File: src/rtl/sample_scheduler.sv
// sample_scheduler: walks a triangle's bounding box in raster order at the subsample pitch,
// emitting one candidate sample per cycle and holding off upstream while the walk runs.
module sample_scheduler #(
    parameter int SIGFIG = 24,
    parameter int RADIX  = 10,
    parameter int VERTS  = 3,
    parameter int AXIS   = 3,
    parameter int COLORS = 3
) (
    input  logic                     clk,
    input  logic                     rst,
    input  logic signed [SIGFIG-1:0] tri_R13S [VERTS][AXIS],
    input  logic        [SIGFIG-1:0] color_R13U [COLORS],
    input  logic signed [SIGFIG-1:0] box_R13S [2][2],
    input  logic                     validTri_R13H,
    input  logic        [3:0]        subSample_RnnnnU,
    output logic                     halt_RnnnnL,
    output logic signed [SIGFIG-1:0] tri_R14S [VERTS][AXIS],
    output logic        [SIGFIG-1:0] color_R14U [COLORS],
    output logic signed [SIGFIG-1:0] sample_R14S [2],
    output logic                     validSamp_R14H
);
    typedef enum logic {WAIT, TEST} state_e;

    localparam logic [SIGFIG-1:0] PIX = {{(SIGFIG-1){1'b0}}, 1'b1} << RADIX;

    state_e                    state_q;
    logic                      halt_q;
    logic                      valid_q;
    logic signed [SIGFIG-1:0]  tri_q [VERTS][AXIS];
    logic        [SIGFIG-1:0]  color_q [COLORS];
    logic signed [SIGFIG-1:0]  box_q [2][2];
    logic signed [SIGFIG-1:0]  samp_q [2];
    logic        [SIGFIG-1:0]  step_q;
    logic        [SIGFIG-1:0]  step_d;
    logic signed [SIGFIG:0]    nx_d;
    logic signed [SIGFIG:0]    ny_d;
    logic                      x_fits;
    logic                      y_fits;

    // highest set bit wins; no bits set falls back to one-pixel pitch
    always_comb begin
        step_d = subSample_RnnnnU[3] ? PIX :
                 subSample_RnnnnU[2] ? PIX >> 1 :
                 subSample_RnnnnU[1] ? PIX >> 2 :
                 subSample_RnnnnU[0] ? PIX >> 3 : PIX;
        nx_d   = $signed({samp_q[0][SIGFIG-1], samp_q[0]}) + $signed({1'b0, step_q});
        ny_d   = $signed({samp_q[1][SIGFIG-1], samp_q[1]}) + $signed({1'b0, step_q});
        x_fits = nx_d <= $signed({box_q[1][0][SIGFIG-1], box_q[1][0]});
        y_fits = ny_d <= $signed({box_q[1][1][SIGFIG-1], box_q[1][1]});
    end

    always_ff @(posedge clk) begin
        if (rst) begin
            state_q <= WAIT;
            halt_q  <= 1'b1;
            valid_q <= 1'b0;
            tri_q   <= '{default: '0};
            color_q <= '{default: '0};
            box_q   <= '{default: '0};
            samp_q  <= '{default: '0};
            step_q  <= '0;
        end else if (state_q == WAIT) begin
            if (validTri_R13H) begin
                state_q <= TEST;
                halt_q  <= 1'b0;
                valid_q <= 1'b1;
                tri_q   <= tri_R13S;
                color_q <= color_R13U;
                box_q   <= box_R13S;
                samp_q  <= box_R13S[0];
                step_q  <= step_d;
            end
        end else if (x_fits) begin
            samp_q[0] <= nx_d[SIGFIG-1:0];
        end else if (y_fits) begin
            samp_q[0] <= box_q[0][0];
            samp_q[1] <= ny_d[SIGFIG-1:0];
        end else begin
            state_q <= WAIT;
            halt_q  <= 1'b1;
            valid_q <= 1'b0;
        end
    end

    assign halt_RnnnnL    = halt_q;
    assign validSamp_R14H = valid_q;
    assign tri_R14S       = tri_q;
    assign color_R14U     = color_q;
    assign sample_R14S    = samp_q;
endmodule

File: config.mk
export PLATFORM = sky130hd
export DESIGN_NAME = sample_scheduler
export DESIGN_NICKNAME = d
export VERILOG_FILES = /design/src/rtl/sample_scheduler.sv
export SDC_FILE = /design/constraint.sdc
export NUM_CORES = 1
export LEC_CHECK = 0
export ABC_CLOCK_PERIOD_IN_PS = 12650
export BUFFER_PORTS_ARGS = -buffer_cell sky130_fd_sc_hd__buf_2
export CAP_MARGIN = 20
export CORE_AREA = 2 2 283 285
export CTS_CLUSTER_SIZE = 25
export DETAILED_ROUTE_END_ITERATION = 8
export DIE_AREA = 0 0 285 287
export GPL_ROUTABILITY_DRIVEN = 0
export HOLD_SLACK_MARGIN = 0.02
export SYNTH_ARGS = -nofsm -noshare
export SYNTH_HDL_FRONTEND = slang
export SYNTH_SLANG_ARGS = --single-unit
File: constraint.sdc
create_clock -name clk -period 12.65 [get_ports clk]
set_clock_uncertainty 0.05 [all_clocks]
set_input_delay 3.1625 -clock clk [delete_from_list [all_inputs] [get_ports clk]]
set_output_delay 3.1625 -clock clk [all_outputs]
set_load 0.1 [all_outputs]
# Word level (Yosys, flattened, before mapping)

Cells that the tools add are included.

Bits of input ports: 391
Logic and storage cells: 56
Flip-flop bits (word level): 435
Output and inout port bits: 338

Equality and inequality tests: 4
Muxes and demuxes: 21
$add $sub $neg: 2
Reductions and logical operators: 5
$lt $le $gt $ge: 2
Bitwise operators: 1

Operator list:

| kind                                                  | count |
|---|---|
| two-way mux 48 bit                                    | 3 |
| adder 24 x 25 -> 25 bit                               | 2 |
| less-or-equal comparator 25 x 24 -> 1 bit             | 2 |
| two-way mux 24 bit                                    | 2 |
| two-way mux 11 bit                                    | 4 |
| two-way mux 1 bit                                     | 12 |
| AND reduction 3 bit                                   | 2 |
| inequality test 2 bit, second input constant          | 2 |
| AND reduction 2 bit                                   | 2 |
| inequality test 3 x 1 -> 1 bit, second input constant | 1 |
| inequality test 2 x 1 -> 1 bit, second input constant | 1 |
| nonzero test 2 bit                                    | 1 |
| inverter 1 bit                                        | 1 |

# Longest topological paths before layout

Gate-level depths: netlist (run 1).

Depth after elaboration: 5
Gate-level depth with buffers: 19

# Worst setup path before layout (run 1)

No wires, ideal clock.

Path kind: reg2reg
From: register samp_q (netlist bit sample_R14S[7])
To: register samp_q (netlist bit sample_R14S[25])
Data required time: 12.509 ns
Arrival: 4.931 ns
Cell stages (with the launch flop): 18
Slack: 7.578 ns
Library setup time: 0.091 ns
Period minus slack after synthesis: 5.072 ns
Cells stage by stage: dfxtp_1 > ha_1 > fa_1 > a21o_1 > a21oi_1 > nor4_1 > nand3_1 > xnor2_1 > ha_1 > and3_1 > a22oi_1 > a21oi_1 > or4_1 > o31a_1 > o31ai_4 > buf_6 > nor2_1 > a311oi_1

Word-level cells in the longest chain between the ends: 4

RTL lines:

| item                                            | line | RTL |
|---|---|---|
| from (decl)                                     | 33   | `logic signed [SIGFIG-1:0] samp_q [2];` |
| from (signal assigned)                          | 71   | `samp_q <= box_R13S[0];` |
| adder 24 x 25 -> 25 bit                         | 48   | `ny_d = $signed({samp_q[1][SIGFIG-1], samp_q[1]}) + $signed({1'b0, step_q});` |
| less-or-equal comparator 25 x 24 -> 1 bit       | 50   | `y_fits = ny_d <= $signed({box_q[1][1][SIGFIG-1], box_q[1][1]});` |
| inequality test 3 x 1 -> 1 bit (no source line) | n/a  |  |
| AND reduction 2 bit (no source line)            | n/a  |  |

No other way between the ends.
A chain may end at the register's enable or synchronous reset.

# Final worst setup path (run 1)

From: register step_q[7]
To: register samp_q (netlist bit sample_R14S[37])

Word-level cells in the longest chain between the ends: 4
Elaborated cells on any way between the ends: 8
Those cells by class: 2 x add/sub; 2 x order compare; 1 x eq/ne; 2 x mux; 1 x reduce/logical

RTL lines:

| item                                                                                         | line   | RTL |
|---|---|---|
| from (decl)                                                                                  | 34     | `logic [SIGFIG-1:0] step_q;` |
| from (signal assigned)                                                                       | 72     | `step_q <= step_d;` |
| adder 24 x 25 -> 25 bit, on equally long branches                                            | 47, 48 |  |
| less-or-equal comparator 25 x 24 -> 1 bit, on equally long branches                          | 49, 50 |  |
| inequality test 3 x 1 -> 1 bit (no source line) / two-way mux 24 bit (equally long branches) | n/a    |  |
| AND reduction 2 bit (no source line) / two-way mux 48 bit (equally long branches)            | n/a    |  |

Parallel ways exist; a longest one is shown, timed or not.

==> results.py, run 1 <==
metrics = {
    "cts": {
        "cts_inserted_buffers": 48,
        "ctsRootBufferMaster": "clkbuf_16",
        "h-tree-depth": 2,
        "clk_pin_slew_ns": 0.06,
        "cts_resized": 0,
        "post_cts_buffers": 0,
        "cts.sinks": 415,
        "postCtsHoldBufs": 0,
        "cts_buffer_depth": 3,
        "tritoncts": "done",
        "clock_latency_ns": 0.59,
    },
    "die": {
        "die_w_um": 285,
        "ioPinCount": 729,
        "core_area_um2": 78600,
        "rows": 103,
        "start_util_pct": 21.5,
        "dieArea_um2": 81800,
        "die-height_um": 287,
    },
    "logic_synthesis": {
        "synth_area_leaders": "dfxtp_1, nand2_1, a21oi_1",
        "synth_most_common_cell": "nand2_1",
        "synth-seq-cells": 415,
        "synth_area_per_cell_um2": 7.78,
        "syn-num-nets": 2620,
        "synth_top_area_share_pct": 49.2,
        "synthCells": 2169,
        "synth_simple_gate_area_share_pct": 21.2,
        "synthDistinctLibCells": 57,
        "yosys-top-cells-count": "nand2_1, dfxtp_1, a21oi_1",
        "synth_top_family_by_area": "simple AND/OR/NAND/NOR gates",
        "synth_xor_xnor_area_share_pct": 1.35,
        "ys_seq_area_share_pct": 49.2,
        "yosys_most_used_dff": "dfxtp_1",
        "synth_area_leader_cell": "dfxtp_1",
        "ys.warnings.count": 0,
        "synth_edf_count": 0,
        "synth_compound_area_share_pct": 16.5,
        "synth_area_um2": 16900,
        "synth_fa_ha_area_share_pct": 4.54,
        "synth_mux_area_share_pct": 2.11,
        "async_flop_share_pct": 0,
    },
    "critical_path": {
        "cp_max_fo": 21,
        "cp.required_ns": 13.01,
        "end_kind": "flip-flop",
        "cp_data_arrival_time_ns": 6.21,
        "cp-start-kind": "flip-flop",
        "path_class": "reg -> reg",
    },
    "timing": {
        "setup_viol": 0,
        "period_minus_slack_ns": 5.85,
        "hold-worst-slack_ns": 0.400,
        "worstMarginPinSlew_ns": 1.14,
        "rsz0062_at_grt": "false",
        "finalSetupTns_ns": 0,
        "fin_ws_ns": 6.80,
        "hold_violations": 0,
        "drv_slew": 0,
        "fmax_mhz": 171,
        "min_period_over_period_pct": 46.3,
        "relSlewSlack_pct": 23.9,
    },
    "place": {
        "placed_cells_incl_taps": 3809,
        "io_buffers": 728,
        "place_area_um2": 21400,
        "place_hpwl_mm": 47.1,
        "preCtsSetupSlack_ns": 6.57,
    },
    "cells_and_area": {
        "stdcell_area_um2": 23000,
        "fillers": 8663,
        "layout-drive-gt1-share_pct": 29.6,
        "syn2layout_area_growth_pct": 36.5,
        "regArea_um2": 8310,
        "final_core_util_pct": 29.3,
        "nNetsFinal": 3261,
        "stdcell_count": 3910,
        "multi_input_area_um2": 7710,
    },
    "global_route": {
        "grt_max_degree": 197,
        "grt.overflow.total": 0,
        "grt_pass1_wl_mm": 95.4,
        "antenna_found_initial": 28,
        "grt_pass1_vias": 15987,
        "grt_use_total_pct": 14.8,
    },
    "detailed_routing": {
        "routedWlPerCell_um": 16.6,
        "firstDrtPassIters": 7,
        "wl_mm": 64.8,
        "drt_iter0_drc": 1018,
        "postRouteAntennaNets": 0,
        "via_count": 17022,
        "drcViolationCount": 0,
        "vias_per_cell": 4.35,
    },
    "hold_path": {
        "hold_path.class": "reg -> reg",
    },
    "run_status": {
        "status": "finished clean",
    },
    "power": {
        "p_leak_nw": 10.4,
        "vdd_ir_drop_max_v": 0.000106,
        "powerDensity_nw_per_um2": 199,
        "finalPower_mw": 4.58,
    },
    "flow_run": {
        "maxCapViolCount": 0,
    },
}
-- cell type report --
class	instances	share of cell area [%]
tap	1050	5.70
inverter	77	1.25
clock buffer	68	6.06
antenna	14	0.152
clock inverter	18	0.804
timing repair buffer	741	16.5
multi-input combinational	1527	33.5
sequential	415	36.1
-- cells by family (layout without fill, tap and decap cells) --
group | after synthesis | count (layout)
simple gates | 904 | 904
compound gates | 503 | 503
flops | 415 | 415
buf+inv | 227 | 904
fa+ha+maj | 60 | 60
mux | 34 | 34
xor+xnor | 26 | 26
other cells | 0 | 14
-- worst max-delay path, stage by stage (launching register included) --
cell and delay [ns]:
dfxtp_1 0.41, ha_1 0.23, inv_1 0.06, fa_1 0.40, nor2b_1 0.14, o21a_1 0.14
o21ai_0 0.24, nor4_1 0.37, xnor2_1 0.14, ha_1 0.31, nand4_1 0.14, nor4_1 0.51
nand2_1 0.10, o211ai_1 0.26, and2_1 0.51, nand3_1 0.76, o21ai_1 0.51, buf_4 0.28
a221oi_1 0.11
-- layer usage --
metal	up-vias	GRT usage, %	part of all wire [%]	wire [µm]
li1	8467	-	-	-
met1	7857	18.9	43	27800
met2	570	23.8	46	30000
met3	114	4.40	7.9	5090
met4	14	4.83	2.7	1720
met5	-	0	0.12	78
-- layout by cell type, fill, tap and decap left out, types with 8 or more instances in the layout --
| cell | Yosys | layout |
|---|---|---|
| nand2_1 | 770 | 769 |
| buf_2 | 3 | 727 |
| dfxtp_1 | 415 | 414 |
| a21oi_1 | 403 | 403 |
| inv_1 | 77 | 77 |
| ha_1 | 58 | 58 |
| nor2_1 | 52 | 52 |
| clkbuf_16 | 0 | 48 |
| xnor2_1 | 22 | 22 |
| mux2i_1 | 21 | 21 |
| nand3_1 | 20 | 20 |
| o21ai_0 | 18 | 18 |
| a221oi_1 | 15 | 15 |
| diode_2 | 0 | 14 |
| nand4_1 | 14 | 14 |
| nor3_1 | 13 | 13 |
| mux2_2 | 13 | 13 |
| clkbuf_8 | 0 | 12 |
| a21o_1 | 8 | 8 |
| o22ai_1 | 8 | 8 |
| clkinv_2 | 0 | 8 |
| clkbuf_1 | 134 | 8 |
| buf_4 | 0 | 8 |
-- state kept, by name (all words and copies together), names as in the netlist --
register,cells
tri_R14S,216
box_q,72
color_R14U,72
sample_R14S,48
step_q,4
halt_RnnnnL,1
state_q,1
validSamp_R14H,1
-- report_power, final --
group,internal [mW],switching [mW],total [mW],leakage [nW]
logic,0.349,1.30,1.65,6.20
registers,1.44,0.0936,1.53,3.41
clock network,0.812,0.587,1.40,0.777
-- path summary, 6_finish.rpt --
| kind | startpoint | endpoint | slack (ns) | cells after the start |
|---|---|---|---|---|
| setup reg to reg | step_q[7] | sample_R14S[37] | 6.80 | 18 |
| hold / removal | tri_R14S[206] | tri_R14S[206] | 0.40 | 2 |
| setup / recovery | step_q[7] | sample_R14S[37] | 6.80 | 18 |
| hold reg to reg | tri_R14S[206] | tri_R14S[206] | 0.40 | 2 |
(Power assumes the default switching activity.)
==> inputs of run 2 (changes only) <==
--- a/config.mk
+++ b/config.mk
@@ -5,7 +5,7 @@
 export SDC_FILE = /design/constraint.sdc
 export NUM_CORES = 1
 export LEC_CHECK = 0
-export ABC_CLOCK_PERIOD_IN_PS = 12650
+export ABC_CLOCK_PERIOD_IN_PS = 5900
 export BUFFER_PORTS_ARGS = -buffer_cell sky130_fd_sc_hd__buf_2
 export CAP_MARGIN = 20
 export CORE_AREA = 2 2 283 285
==> constraint.sdc (replaced) <==
create_clock -name clk -period 5.9 [get_ports clk]
set_clock_uncertainty 0.05 [all_clocks]
set_input_delay 1.475 -clock clk [delete_from_list [all_inputs] [get_ports clk]]
set_output_delay 1.475 -clock clk [all_outputs]
set_load 0.1 [all_outputs]
==> run 2 against run 1 <==
  * Cell count up 0.13%
  * Clock power up 110%
  * Wire length up 0.90%
  * Fmax up 16%
  * Via count up 0.68%
  * Cell area up 0.33%
  * Utilization up 0.096 points
  * Sequential share of layout area down 0.12 points
  * Combinational power up 120%
  * Hold slack worse by 0.0025 ns
  * Critical path depth unchanged
==> results.py, run 2 (synthesized netlist as in run 1, its figures left out) <==
metrics = {
    "run_status": {
        "status": "finished clean",
    },
    "timing": {
        "drv_slew": 0,
        "rsz0062_at_grt": "false",
        "finalSetupTns_ns": 0,
        "relSlewSlack_pct": 37.9,
        "min_period_over_period_pct": 85.8,
        "period_minus_slack_ns": 5.06,
        "fmax_mhz": 197,
        "worstMarginPinSlew_ns": 0.922,
        "hold_violations": 0,
        "setup_viol": 0,
    },
    "die": {
        "rows": 103,
        "core_area_um2": 78600,
        "start_util_pct": 21.5,
        "dieArea_um2": 81800,
        "die-height_um": 287,
        "ioPinCount": 729,
        "die_w_um": 285,
    },
    "cts": {
        "clock_latency_ns": 0.59,
        "h-tree-depth": 2,
        "ctsRootBufferMaster": "clkbuf_16",
        "cts_inserted_buffers": 48,
        "cts_resized": 0,
        "postCtsHoldBufs": 0,
        "cts.sinks": 415,
        "post_cts_buffers": 0,
        "clk_pin_slew_ns": 0.06,
        "cts_buffer_depth": 3,
        "tritoncts": "done",
    },
    "cells_and_area": {
        "fillers": 8682,
        "syn2layout_area_growth_pct": 37.0,
        "nNetsFinal": 3272,
        "layout-drive-gt1-share_pct": 29.6,
        "mostFrequentLayoutCells": "nand2_1, buf_2, dfxtp_1, a21oi_1, inv_1",
        "stdcell_count": 3915,
        "multi_input_area_um2": 7710,
        "largest_reg_flops": 216,
        "regArea_um2": 8310,
        "final_common_cell": "nand2_1",
    },
    "critical_path": {
        "crit_end": "sample_R14S[40]",
        "end_kind": "flip-flop",
        "cp.required_ns": 6.32,
        "crit_chain": "ha_1 -> fa_1 -> a21o_1 -> a21oi_1 -> nor4_1 -> nand3_1 -> xnor2_1 -> ha_1 -> and3_1 -> a22oi_1 -> a21oi_1 -> or4_1 -> o31a_1 -> nand3_1 -> buf_4 -> o21ai_1 -> buf_4 -> a221oi_1",
        "cp_max_fo": 21,
        "cp_top_family": "simple AND/OR/NAND/NOR gates",
        "critPathSlowestCell": "nor4_1",
        "path_class": "reg -> reg",
        "rr_startpoint": "step_q[7]",
        "worstSetupPathDepth": 18,
        "cp.buffers_inverters": 2,
        "crit_start": "step_q[7]",
        "cp_data_arrival_time_ns": 5.49,
        "cp-start-kind": "flip-flop",
        "reg2reg_setup_slack_ns": 0.84,
        "reg2reg_depth": 18,
        "cpPeakStageDelay_ns": 0.83,
        "r2r-end": "sample_R14S[40]",
    },
    "power": {
        "swShare_pct": 43.1,
        "seqPwrFrac_pct": 33.4,
        "vdd_ir_drop_max_v": 0.000232,
        "finalPower_mw": 9.83,
        "p_sw_mw": 4.24,
        "p_leak_nw": 10.4,
        "clkPwrFrac_pct": 30.3,
        "p_comb_share_pct": 36.3,
        "power.internal_mw": 5.59,
        "powerDensity_nw_per_um2": 425,
    },
    "place": {
        "io_buffers": 728,
        "placed_cells_incl_taps": 3821,
        "place_hpwl_mm": 48.6,
    },
    "hold_path": {
        "hold_path.class": "reg -> reg",
    },
    "global_route": {
        "grt_pass1_wl_mm": 96.4,
        "grt_pass1_vias": 16179,
        "antenna_found_initial": 26,
        "grt_max_degree": 140,
        "grt_use_total_pct": 15.0,
        "grt.overflow.total": 0,
    },
    "flow_run": {
        "maxCapViolCount": 0,
    },
    "detailed_routing": {
        "postRouteAntennaNets": 0,
        "vias_per_cell": 4.38,
        "drt_iter0_drc": 1021,
        "firstDrtPassIters": 5,
        "via_count": 17138,
        "drcViolationCount": 0,
        "routedWlPerCell_um": 16.7,
        "wl_mm": 65.3,
    },
}
run 2: cell types whose count changed in the layout (fill, tap and decap cells not counted), moves of 2 or more:
cell | before | now
clkbuf_1 | 8 | 13
buf_12 | 4 | 6
clkbuf_8 | 12 | 10
diode_2 | 14 | 11
buf_4 | 8 | 18
clkinvlp_4 | 3 | 1
clkinv_2 | 8 | 5
run 2: metrics by stage:
step           util (%)  hold WS, ns  instance area (µm²)  setup slack, ns
3_3_place_gp       27.4        0.389                21500            0.955
5_1_grt            29.4        0.412                23100            0.487
2_1_floorplan         -        0.384                16900            0.828
4_1_cts            29.4        0.401                23100            0.801
3_5_place_dp       27.4        0.393                21500            0.806
6_report           29.4        0.398                23100            0.836
run 2: worst min-delay path by stage:
stage               slack [ns]      startpoint  cells after the start              to
global route              0.41     tri_R14S[5]                      2     tri_R14S[5]
finish                    0.40  color_R14U[25]                      2  color_R14U[25]
CTS                       0.40   tri_R14S[139]                      2   tri_R14S[139]
detailed placement        0.39   tri_R14S[139]                      2   tri_R14S[139]
floorplan                 0.38       box_q[79]                      2       box_q[79]
global placement          0.39    tri_R14S[95]                      2    tri_R14S[95]
run 2: routing by layer:
| metal | global-route usage [%] | vias up | share of wire, % |
|---|---|---|---|
| met5 | 0 | - | 0.16 |
| met4 | 4.78 | 16 | 2.8 |
| met3 | 4.51 | 130 | 8.3 |
| met2 | 24.5 | 603 | 46 |
| met1 | 18.9 | 7917 | 42 |
| li1 | - | 8472 | - |
run 2: layout make-up:
cell class	instances	share of cell area, %
inverters	77	1.25
well taps	1050	5.68
multi-input cells	1527	33.4
repair buffers	752	16.9
diodes	11	0.119
clock inverters	11	0.612
clock buffers	72	6.11
flip-flops and latches	415	35.9
run 2: worst min-delay path: cells and delay by family, from the launching register on:
family / cells / cell delay (ns)
DFF: 1 / 0.30
and+or+nand+nor: 1 / 0.05
AOI/OAI and AO/OA: 1 / 0.05
run 2: power groups by stage:
stage	registers [mW]	clock network, mW	logic, mW
final	3.28	2.97	3.57
after global placement	3.33	0	3.56
after detailed placement	3.34	0	3.57
after CTS	3.28	3.08	3.58
after global routing	3.32	3.17	3.79
after floorplan	4.97	0	1.13
==> inputs of run 3 (changes only) <==
==> constraint.sdc (replaced) <==
create_clock -name clk -period 5.9 [get_ports clk]
set_clock_uncertainty 0.05 [all_clocks]
set_input_delay 1.18 -clock clk [delete_from_list [all_inputs] [get_ports clk]]
set_output_delay 1.18 -clock clk [all_outputs]
set_load 0.1 [all_outputs]
==> run 3 against run 2 <==
  * Utilization up 0.12 points
  * Sequential share of layout area decreased by 0.14 points
  * Combinational power barely moved
  * Non-clock buffer count decreased by 7
  * First-iteration DRC count up 15%
  * Sequential power barely moved
  * Global-route usage about the same
  * Power rose by 1.8%
  * Count of clock-buffer cells in the layout is 5 lower
  * Critical path type unchanged
  * Critical endpoint is now sample_R14S[23]
==> results.py, run 3 (synthesized netlist as in run 1, its figures left out) <==
metrics = {
    "cells_and_area": {
        "layout-drive-gt1-share_pct": 29.9,
        "syn2layout_area_growth_pct": 37.5,
        "nNetsFinal": 3266,
        "fillers": 8560,
        "stdcell_area_um2": 23200,
        "mostFrequentLayoutCells": "nand2_1, buf_2, dfxtp_1, a21oi_1, inv_1",
        "largest_reg_flops": 216,
        "stdcell_count": 3912,
        "final_core_util_pct": 29.5,
        "final_common_cell": "nand2_1",
    },
    "timing": {
        "min_period_over_period_pct": 83.9,
        "setup_viol": 0,
        "worstMarginPinSlew_ns": 0.981,
        "relSlewSlack_pct": 34.6,
        "hold-worst-slack_ns": 0.400,
        "finalSetupTns_ns": 0,
        "fin_ws_ns": 0.948,
        "period_minus_slack_ns": 4.95,
        "fmax_mhz": 202,
        "rsz0062_at_grt": "false",
        "hold_violations": 0,
        "drv_slew": 0,
    },
    "power": {
        "p_leak_nw": 10.5,
        "vdd_ir_drop_max_v": 0.000228,
        "p_comb_share_pct": 35.5,
        "seqPwrFrac_pct": 32.8,
        "clkPwrFrac_pct": 31.7,
        "finalPower_mw": 10.0,
        "powerDensity_nw_per_um2": 431,
        "p_sw_mw": 4.27,
        "power.internal_mw": 5.74,
        "swShare_pct": 42.7,
    },
    "place": {
        "io_buffers": 728,
        "place_area_um2": 21500,
        "preCtsSetupSlack_ns": 0.893,
        "placed_cells_incl_taps": 3814,
        "place_hpwl_mm": 47.9,
    },
    "die": {
        "dieArea_um2": 81800,
        "die-height_um": 287,
        "start_util_pct": 21.5,
        "core_area_um2": 78600,
        "die_w_um": 285,
        "ioPinCount": 729,
        "rows": 103,
    },
    "cts": {
        "clock_latency_ns": 0.59,
        "clk_pin_slew_ns": 0.06,
        "cts.sinks": 415,
        "tritoncts": "done",
        "cts_resized": 0,
        "cts_inserted_buffers": 49,
        "h-tree-depth": 2,
        "post_cts_buffers": 0,
        "ctsRootBufferMaster": "clkbuf_16",
        "cts_buffer_depth": 3,
        "postCtsHoldBufs": 0,
    },
    "critical_path": {
        "reg2reg_setup_slack_ns": 0.95,
        "cp_max_fo": 34,
        "cp_data_arrival_time_ns": 5.35,
        "cp-start-kind": "flip-flop",
        "cp.required_ns": 6.29,
        "path_class": "reg -> reg",
        "end_kind": "flip-flop",
    },
    "detailed_routing": {
        "vias_per_cell": 4.35,
        "drt_iter0_drc": 1171,
        "via_count": 17016,
        "wl_mm": 65.1,
        "drcViolationCount": 0,
        "routedWlPerCell_um": 16.6,
        "postRouteAntennaNets": 0,
        "firstDrtPassIters": 5,
    },
    "global_route": {
        "busiest_layer": "met2",
        "use_met3_pct": 4.24,
        "antenna_found_initial": 22,
        "grt_use_total_pct": 15.0,
        "grt_pass1_vias": 16121,
        "use_met2_pct": 24.3,
        "grt_pass1_wl_mm": 96.6,
        "gr-usage-met1_pct": 19.4,
        "grt.overflow.total": 0,
        "grt_max_degree": 140,
    },
    "hold_path": {
        "hold_path.class": "reg -> reg",
    },
    "flow_run": {
        "maxCapViolCount": 0,
    },
    "run_status": {
        "status": "finished clean",
    },
}
## run 3: power by group through the flow
stage	registers, mW	clock network, mW	logic [mW]
2_1_floorplan	4.97	0	1.13
3_3_place_gp	3.33	0	3.56
3_5_place_dp	3.34	0	3.56
4_1_cts	3.28	3.27	3.57
5_1_grt	3.32	3.36	3.78
6_report	3.28	3.17	3.55
## run 3: cell type report
cell class	count	area, µm²	share of cell area [%]
antenna	6	15.0	0.0647
clock buffer	67	1410	6.05
clock inverter	25	293	1.26
inverter	77	289	1.25
multi-input combinational	1527	7710	33.2
sequential	415	8310	35.8
tap	1050	1310	5.66
timing repair buffer	745	3870	16.7
## run 3: routing by layer
layer / share of wire [%] / up-vias
met1: 43 / 7810
met3: 7.4 / 129
met4: 2.7 / 12
met2: 47 / 604
met5: 0.12 / -
li1: - / 8461
## run 3: final timing paths
kind | start | endpoint | cells past startpoint
setup / recovery | step_q[7] | sample_R14S[23] | 17
hold / removal | tri_R14S[10] | tri_R14S[10] | 2
setup reg to reg | step_q[7] | sample_R14S[23] | 17
hold reg to reg | tri_R14S[10] | tri_R14S[10] | 2
## run 3: worst max-delay path, cell delays in order, from the launching register on
cell	delay (ns)
dfxtp_1	0.37
ha_1	0.21
fa_1	0.21
a21o_1	0.12
a21oi_1	0.15
nor4_1	0.81
nand3_1	0.19
xnor2_1	0.23
ha_1	0.27
and3_1	0.20
a22oi_1	0.16
a21oi_1	0.08
or4_1	0.39
o31a_1	0.42
o31ai_4	0.24
buf_4	0.41
mux2i_1	0.25
nor2_1	0.05
